## src/rtl/calc_sequencer.sv

```systemverilog
// Control/sequencing front end for the 4-bit sign-magnitude calculator:
// captures operands on start, runs add/sub in one cycle or a shift-add multiply, returns registered result.
module calc_sequencer #(
  parameter int MUL_ITERS = 4
) (
  input  logic       clk,
  input  logic       rst,
  input  logic       start,
  input  logic [3:0] A,
  input  logic       signA,
  input  logic [3:0] B,
  input  logic       signB,
  input  logic [1:0] sel,
  output logic       busy,
  output logic       done,
  output logic [7:0] O,
  output logic       ovf,
  output logic       err
);

  localparam int CW = (MUL_ITERS > 1) ? $clog2(MUL_ITERS) : 1;
  localparam logic [1:0] OP_ADD = 2'b00;
  localparam logic [1:0] OP_SUB = 2'b01;
  localparam logic [1:0] OP_MUL = 2'b10;

  typedef enum logic [2:0] {IDLE, LOAD, EXEC, FIN, DONE} state_t;

  state_t          state, next;
  logic [3:0]      a_mag, b_mag;
  logic            sa, sb;
  logic [1:0]      op;
  logic [7:0]      a_t, b_t;
  logic [7:0]      acc;
  logic [CW-1:0]   cnt;
  logic [7:0]      res;
  logic            err_pend;
  logic            prod_neg;

  function automatic logic [7:0] to_tc(input logic s, input logic [3:0] m);
    logic [7:0] z;
    z = {4'b0000, m};
    return s ? (~z + 8'd1) : z;
  endfunction

  // Negative zero product is forced positive
  assign prod_neg = (sa ^ sb) && (acc != 8'd0);

  always_ff @(posedge clk or posedge rst) begin
    if (rst) state <= IDLE;
    else     state <= next;
  end

  always_comb begin
    next = state;
    case (state)
      IDLE: if (start) next = LOAD;
      LOAD: next = EXEC;
      EXEC: begin
        if (op != OP_MUL || cnt == CW'(MUL_ITERS - 1)) next = FIN;
      end
      FIN:  next = DONE;
      DONE: next = IDLE;
      default: next = IDLE;
    endcase
  end

  always_ff @(posedge clk or posedge rst) begin
    if (rst) begin
      a_mag    <= '0;
      b_mag    <= '0;
      sa       <= 1'b0;
      sb       <= 1'b0;
      op       <= '0;
      a_t      <= '0;
      b_t      <= '0;
      acc      <= '0;
      cnt      <= '0;
      res      <= '0;
      err_pend <= 1'b0;
      busy     <= 1'b0;
      done     <= 1'b0;
      O        <= '0;
      ovf      <= 1'b0;
      err      <= 1'b0;
    end else begin
      case (state)
        IDLE: begin
          if (start) begin
            a_mag <= A;
            b_mag <= B;
            sa    <= signA;
            sb    <= signB;
            op    <= sel;
            busy  <= 1'b1;
          end
        end
        LOAD: begin
          a_t      <= to_tc(sa, a_mag);
          b_t      <= to_tc(sb, b_mag);
          acc      <= '0;
          cnt      <= '0;
          res      <= '0;
          err_pend <= 1'b0;
        end
        EXEC: begin
          case (op)
            OP_ADD: res <= a_t + b_t;
            OP_SUB: res <= a_t - b_t;
            OP_MUL: begin
              // Shift-add on magnitudes; B is the multiplier
              if (b_mag[cnt]) acc <= acc + ({4'b0000, a_mag} << cnt);
              cnt <= cnt + 1'b1;
            end
            default: begin
              res      <= '0;
              err_pend <= 1'b1;
            end
          endcase
        end
        FIN: begin
          if (op == OP_MUL) begin
            O   <= prod_neg ? (~acc + 8'd1) : acc;
            ovf <= acc[7];
          end else begin
            O   <= res;
            ovf <= 1'b0;
          end
          err  <= err_pend;
          done <= 1'b1;
          busy <= 1'b0;
        end
        DONE: done <= 1'b0;
        default: ;
      endcase
    end
  end

endmodule

```

## config.mk

```make
export PLATFORM = sky130hd
export DESIGN_NAME = calc_sequencer
export DESIGN_NICKNAME = d
export VERILOG_FILES = /design/src/rtl/calc_sequencer.sv
export SDC_FILE = /design/constraint.sdc
export NUM_CORES = 1
export LEC_CHECK = 0
export CAP_MARGIN = 10
export CORE_ASPECT_RATIO = 2
export CORE_UTILIZATION = 35
export DETAILED_ROUTE_END_ITERATION = 8
export PLACE_DENSITY = 0.57
export SKIP_LAST_GASP = 1
export SLEW_MARGIN = 20
export SYNTH_ARGS = -nofsm -noshare
export SYNTH_HDL_FRONTEND = slang
export SYNTH_SLANG_ARGS = --single-unit
export TNS_END_PERCENT = 5
```

## constraint.sdc

```tcl
create_clock -name clk -period 4.8 [get_ports clk]
set_input_delay 1.44 -clock clk [delete_from_list [all_inputs] [get_ports clk]]
set_output_delay 1.44 -clock clk [all_outputs]
set_load 0.02 [all_outputs]
```

======== Word level (Yosys, flattened, before mapping) ========
Index checks and enable logic that the tools add are counted.
storage, ports and cells
  bits in registers ....................... 62
  bits of input ports ..................... 15
  word-level logic and storage cells ...... 82
cells by class
  $add $sub $neg .......................... 7
  magnitude comparators ................... 1
  equality and inequality tests ........... 14
  shift operators ......................... 1
  muxes and demuxes ....................... 22
  bitwise logic cells ..................... 4
  reduce and logical (&&, ||, !) cells .... 16
operator list
  kind                 count
  $mux 8               6
  $pmux 8 s2           2
  $add 8x1->8 const B  3
  $pmux 8 s3           1
  $add 8x8->8          2
  $not 4->8            2
  $ne 2x2->1 const B   7
  $pmux 3 s4           1
  $reduce_and 2->1     6
  $not 8->8            1
  $reduce_bool 8->1    1
  $shl 4x2->8          1
  $sub 8x8->8          1
  $eq 3x2->1 const B   2
  $mux 3               2
  $pmux 1 s2           3
  $reduce_bool 2->1    3
  $eq 2x2->1 const B   2
  $mux 1               4
  $pmux 2 s2           1
  $eq 3x1->1 const B   1
  $eq 3x3->1 const B   1
  $logic_not 3->1      1
  $lt 2x3->1 const B   1
  other kinds (10)     10

======== Logic depth before layout (Yosys ltp) ========
Gate-level depths: netlist of the first run.
  depth after elaboration ................. 5
  depth in mapped cells ................... 10
  depth with buffers taken out ............ 10

======== Worst setup path before layout of the first run ========
Ideal clock, no wire load.
  path type ............................... input to register
  start ................................... in start
  end ..................................... reg a_mag[2]
  setup time .............................. 125 ps
  arrival time ............................ 2411 ps
  path slack .............................. 2265 ps
  stages .................................. 2
  buffers on the path ..................... 0
  path through ............................ nor4b_2 -> mux2_2
between the ends
  cells in the longest elaborated chain, start to end .. 1
ends and longest elaborated chain
  what                        line  text
  start: declaration          8     input logic start,
  $reduce_and 2->1 (no line)  --
  end signal: assignment      69    a_mag <= '0;
  end signal: assignment      89    a_mag <= A;
  end: declaration            29    logic [3:0] a_mag, b_mag;
Every way passes these cells.
A chain may end at the register's enable or synchronous reset.

======== Worst setup path after layout of the first run ========
  start ................................... reg op[1]
  end ..................................... reg res[6]
between the ends
  cells in the longest elaborated chain, start to end .. 3
ends and longest elaborated chain
  what                                            line  text
  start: declaration                              31    logic [1:0] op;
  start signal: assignment                        93    op <= sel;
  $eq 2x2->1 (tied with other cells)              106   case (op)
  $pmux 8 s3 or $ne 2x2->1 (tied branches)        --
  $pmux 8 s2 or $reduce_and 2->1 (tied branches)  --
  end signal: assignment                          107   OP_ADD: res <= a_t + b_t;
  end signal: assignment                          108   OP_SUB: res <= a_t - b_t;
  end: declaration                                35    logic [7:0] res;
Several ways; a longest one is shown, not always the timed one.

==> impl_metrics.yaml, run 1 <==
synth:
  synth_common_cells: "dfrtp_1, nand2_1, o21ai_0, ha_1"
  yosys-top-cells-area: "dfrtp_1, ha_1, o21ai_0"
  synth_top_area_share_pct: 41.8
  synth_cell_types: 49
  async_flop_share_pct: 100
  synth.most_common_cell: "dfrtp_1"
  yosys.area.top_type: "dfrtp_1"
  yosys_warnings: 0
  ys.flop_type: "dfrtp_1"
  ys_ff_latch: 60
  postSynthCellCount: 380
  syn-num-nets: 418
  yosysSeqAreaShare_pct: 41.8
  avgSynthCellArea_sq_um: 9.45
  synth-edff-count: 0
  netlist_area_sq_um: 3590
placement:
  dp_hpwl_um: 6670
  gp_congestion: 0.812
  post-place-ws_ps: 1930
  port_buffers: 26
worst_setup_path:
  crit_type: "flip-flop to flip-flop"
  reg2reg_depth: 9
  crit_fanout: 8
  critPathLaunchType: "flip-flop"
  cp.required_ps: 5020
  crit_arrival_ps: 3050
  critPathCaptureType: "flip-flop"
timing:
  hold_viol_final: 0
  fin_crit_sh_pct: 58.9
  period_minus_slack_ps: 2830
  fin_skew_ps: 5.55
  finalSetupTns_ps: 0
  slew_headroom_pct: 39.5
  worst-slew-pin-transition_ps: 906
  rsz0062_at_grt: "false"
  timing.fmax_mhz: 354
  slew_viol_final: 0
  setup_violations: 0
  layout_setup_ws_ps: 1970
die:
  ios: 27
  die-area_sq_um: 10700
  start_util_pct: 35.8
  coreArea_sq_um: 10000
  die_height_um: 145
  rows: 52
  die_x_um: 73.6
finish:
  n_fill_cell: 1037
  area_delta_synth_final_pct: 18.8
  n_antenna_cell: 0
  fin_nets: 439
  drive_gt1_share_pct: 8.64
clock_tree:
  cts_resized: 0
  cts_tree: "done"
  post_cts_buffers: 0
  cts_buffers: 9
  clock_sinks: 60
  insertion_delay_ps: 330
  clk_pin_slew_ps: 50
  clk_path_buf_depth: 2
  ctsHtreeMaxLevel: 3
  cts_hold_buf: 0
  clock-root-buffer: "clkbuf_16"
detailed_routing:
  drtPass1Iterations: 4
  drc_errors: 0
  routed_wl_um: 8470
  vias_per_cell: 5.09
  wl_per_cell_um: 15.7
  vias: 2746
  drt-initial-drc-count: 103
  detail-route-antenna-nets: 0
global_routing:
  grt_antenna_before_repair: 0
  grt_max_degree: 51
  grt_pass1_wl_um: 14000
  grt_overflow_total: 0
  track_usage_pct: 17.8
  grt_pass1_vias: 2864
min_path:
  holdPathStages: 2
  worstHoldPathType: "flip-flop to flip-flop"
power:
  p_comb_share_pct: 50.8
  power.leakage_nw: 1.91
  finalPower_mw: 3.38
  p_int_mw: 1.95
  netSwitchingPower_mw: 1.43
  power_density_nw_per_um2: 794
  seqPwrFrac_pct: 28.3
  p_clk_share_pct: 20.9
  ir_drop_mv: 0.316
  swShare_pct: 42.3
flow_run:
  cap_violations: 0
outcome:
  status: "complete, no violations"
-- power groups by stage --
stage	clock network, mW	logic, mW	registers (mW)
5_1_grt	0.746	1.93	0.994
6_report	0.708	1.72	0.959
3_5_place_dp	0	1.73	0.971
4_1_cts	0.719	1.74	0.963
3_3_place_gp	0	1.69	0.965
2_1_floorplan	0	1.39	0.872
-- cell families (layout without fill, tap and decap cells) --
family / count (synthesis) / count (layout) / synth area share [%]
xor gates and xnor gates: 21 / 21 / 5.12
AOI/OAI and AO/OA: 98 / 98 / 17.2
DFF: 60 / 60 / 41.8
and+or+nand+nor: 122 / 122 / 16.6
adders and majority gates: 23 / 23 / 8.43
muxes: 20 / 20 / 6.17
buffers and inverters: 36 / 61 / 4.67
-- critical path, stage by stage (launching register included) --
cell and delay (ps):
dfrtp_1 440, nor2b_1 470, nor2_1 100, xnor2_1 150
ha_1 340, nor2b_1 150, o21ai_0 210, a21oi_1 120
or4_1 470, a32o_1 250
-- path summary, 6_finish.rpt --
kind | start | end | slack [ps]
max reg2reg | op[1]$_DFFE_PP0P_ | res[6]$_DFFE_PP0P_ | 1970
max in group asynchronous | rst | b_t[5]$_DFFE_PP0P_ | 2550
max | op[1]$_DFFE_PP0P_ | res[6]$_DFFE_PP0P_ | 1970
min in group asynchronous | rst | O[4]$_DFFE_PP0P_ | 1580
min reg2reg | err$_DFFE_PP0P_ | err$_DFFE_PP0P_ | 470
min | err$_DFFE_PP0P_ | err$_DFFE_PP0P_ | 470
-- routing by layer --
| metal | global-route usage, % | share of wire (%) | vias to the layer above | wire (um) |
|---|---|---|---|---|
| li1 | - | - | 1373 | - |
| met1 | 16.7 | 35 | 1316 | 2980 |
| met2 | 34.2 | 59 | 39 | 5020 |
| met3 | 3.40 | 2.2 | 18 | 188 |
| met4 | 8.85 | 3.3 | 0 | 281 |
| met5 | 0 | 0 | - | 0 |
-- layout by cell type (no fill, tap or decap), drive strengths merged, types with 4 or more instances in the layout --
cell,netlist,routed
a211oi,5,5
dfrtp,60,60
nand3,12,12
nand2b,4,4
o21ai,50,50
mux2i,12,12
clkdlybuf4s50,0,26
nand2,57,57
mux2,7,7
a21oi,17,17
nor2b,6,6
clkbuf,10,11
xnor2,13,13
xor2,8,8
a21o,7,7
nor2,16,16
ha,21,21
inv,17,16
nor3,10,10
o31ai,4,4
-- stage by stage --
step           area (sq um)  util, %  hold WS (ps)  cells
4_1_cts                4260     42.6           481    540
6_report               4270     42.6           471    540
2_1_floorplan          3590        -           439    380
3_3_place_gp           3940     39.3           462    525
5_1_grt                4270     42.6           501    540
3_5_place_dp           3940     39.3           468    525
-- state kept, by name, summed over array words and instances, names as in the netlist --
signal and flops:
b_mag 4, sb 1, b_t 7, done 1
cnt 2, a_mag 4, res 8, op 2
O 8, acc 8, busy 1, sa 1
ovf 1, state 3, err_pend 1, a_t 7
err 1
-- layout make-up --
cell class                 instances  area, sq um  area share [%]
multi-input combinational        284         1920            45.1
sequential                        60         1500            35.2
timing repair buffer              29          283            6.63
clock buffer                      11          253            5.93
tap                              135          169            3.96
clock inverter                     4         72.6            1.70
inverter                          17         65.1            1.53
Note: power is estimated with default switching activity, not from simulation.
==> run 2, diff against run 1 <==
--- a/config.mk
+++ b/config.mk
@@ -9,7 +9,7 @@
 export CORE_ASPECT_RATIO = 2
 export CORE_UTILIZATION = 35
 export DETAILED_ROUTE_END_ITERATION = 8
-export PLACE_DENSITY = 0.57
+export PLACE_DENSITY = 0.59
 export SKIP_LAST_GASP = 1
 export SLEW_MARGIN = 20
 export SYNTH_ARGS = -nofsm -noshare
==> constraint.sdc (replaced) <==
create_clock -name clk -period 2.35 [get_ports clk]
set_input_delay 0.705 -clock clk [delete_from_list [all_inputs] [get_ports clk]]
set_output_delay 0.705 -clock clk [all_outputs]
set_load 0.02 [all_outputs]
==> impl_metrics.yaml, run 2 (synthesis results as in run 1) <==
detailed_routing:
  drt-initial-drc-count: 123
  routed_wl_um: 9030
  drc_errors: 0
  vias_per_cell: 5.17
  vias: 2936
  detail-route-antenna-nets: 0
  drtPass1Iterations: 6
  wl_per_cell_um: 15.9
timing:
  hold_ws_ps: 471
  timing.fmax_mhz: 432
  fin_crit_sh_pct: 98.5
  slew_viol_final: 0
  worst-slew-pin-transition_ps: 556
  fin_skew_ps: 7.29
  period_minus_slack_ps: 2320
  setup_violations: 0
  hold_viol_final: 0
  rsz0062_at_grt: "true"
  slew_headroom_pct: 62.9
die:
  coreArea_sq_um: 10000
  die_height_um: 145
  start_util_pct: 35.8
  rows: 52
  die-area_sq_um: 10700
  die_x_um: 73.6
  ios: 27
clock_tree:
  insertion_delay_ps: 330
  cts_buffers: 9
  clock-root-buffer: "clkbuf_16"
  clk_path_buf_depth: 2
  clk_pin_slew_ps: 50
  cts_tree: "done"
  ctsHtreeMaxLevel: 3
  clock_sinks: 60
worst_setup_path:
  cp_slowest_cell: "or4_1"
  cp.required_ps: 2560
  critPathCaptureType: "flip-flop"
  crit_fanout: 4
  crit_path_cell_trace: "inv_2 -> ha_4 -> buf_4 -> a21oi_2 -> xnor2_1 -> ha_1 -> nand2_1 -> a21oi_2 -> or4_1 -> a32o_1"
  critPathLaunchType: "flip-flop"
  slowest_delay_ps: 460
  crit_top_cell: "a21oi_2"
  crit_type: "flip-flop to flip-flop"
  crit_arrival_ps: 2530
global_routing:
  track_usage_pct: 18.3
  grt_max_degree: 61
  grt_pass1_vias: 3039
  grt_antenna_before_repair: 0
  grt_overflow_total: 0
  grt_pass1_wl_um: 14600
power:
  power.leakage_nw: 2.05
  ir_drop_mv: 0.733
  p_int_mw: 4.35
  netSwitchingPower_mw: 3.18
  seqPwrFrac_pct: 24.7
  power_density_nw_per_um2: 1660
  finalPower_mw: 7.53
  swShare_pct: 42.2
  p_clk_share_pct: 17.7
  p_comb_share_pct: 57.6
finish:
  n_fill_cell: 998
  mostFrequentLayoutCell: "dfrtp_1"
  fin_nets: 466
  final_cell_mix: "dfrtp_1, nand2_1, o21ai_0, buf_4, clkdlybuf4s50_1"
  drive_gt1_share_pct: 18.7
  area_delta_synth_final_pct: 26.6
  finish.utilization_pct: 45.4
  top_regs: "O (8), acc (8), res (8)"
  n_antenna_cell: 0
min_path:
  worstHoldPathType: "flip-flop to flip-flop"
outcome:
  status: "complete, no violations"
placement:
  dp_hpwl_um: 6920
  port_buffers: 26
  gp_congestion: 0.843
flow_run:
  cap_violations: 0
-- run 2: changes by cell type in the layout (fill, tap and decap cells not counted), moves of 2 or more --
cell	delta
ha_4	+2
a21oi_1	-2
dfrtp_2	+3
inv_1	-4
nor2b_4	+2
inv_2	+4
a21oi_2	+2
dfrtp_1	-3
buf_4	+26
ha_1	-2
nor2b_1	-2
-- run 2: area by class of cell --
| type | instances | area [sq um] | share of cell area (%) |
|---|---|---|---|
| Inverter | 17 | 66.3 | 1.46 |
| Multi-Input combinational cell | 284 | 2000 | 44.1 |
| Tap cell | 135 | 169 | 3.72 |
| Timing Repair Buffer | 56 | 498 | 11.0 |
| Clock inverter | 4 | 47.5 | 1.05 |
| Clock buffer | 12 | 256 | 5.64 |
| Sequential cell | 60 | 1510 | 33.1 |
-- run 2: metrics by stage --
stage / area (sq um) / worst slack [ps] / TNS (ps) / cells
5_1_grt: 4540 / -42.4 / -87.3 / 568
3_5_place_dp: 4130 / -41.9 / -46.7 / 548
4_1_cts: 4450 / -2.21 / -2.21 / 565
2_1_floorplan: 3600 / 0.936 / 0 / 380
6_report: 4540 / 34.4 / 0 / 568
3_3_place_gp: 4130 / 6.42 / 0 / 548
-- run 2: worst max-delay path, delay by kind of cell, from the launching register on --
family,cells,cell delay [ps]
compound gates,3,400
xor+xnor,1,80
fa+ha+maj,2,520
buf+inv,2,190
flops,1,420
simple gates,2,570
-- run 2: path summary, 6_finish.rpt --
check	startpoint	to	slack, ps	cells after the start
setup / recovery	b_t[1]$_DFFE_PP0P_	res[6]$_DFFE_PP0P_	30	10
hold / removal	err$_DFFE_PP0P_	err$_DFFE_PP0P_	470	2
setup reg to reg	b_t[1]$_DFFE_PP0P_	res[6]$_DFFE_PP0P_	30	10
hold reg to reg	err$_DFFE_PP0P_	err$_DFFE_PP0P_	470	2
max in group asynchronous	rst	cnt[0]$_DFFE_PP0P_	1290	3
min in group asynchronous	rst	O[2]$_DFFE_PP0P_	760	3
-- run 2: power by group through the flow --
stage	Sequential (mW)	Clock, mW	Combinational (mW)
final	1.86	1.33	4.34
after global routing	1.92	1.39	4.82
after CTS	1.84	1.36	4.10
after detailed placement	1.86	0	4.05
after global placement	1.84	0	3.96
after floorplan	1.78	0	2.86
-- run 2: what timing repair did --
action / CTS / global route
pin swaps: 4 / 8
hold buffers: 0 / 0
setup endpoints to repair: 3 / 7
setup buffers: 1 / 3
resized for setup: 3 / 21
gates cloned: 0 / 0
-- run 2: per-layer routing --
metal	GRT usage (%)	vias up	share of wire, %	wire [um]
li1	-	1436	-	-
met1	17.9	1419	35	3130
met2	34.1	55	58	5210
met3	2.22	26	2.0	184
met4	12.0	0	5.6	507
met5	0	-	0	0
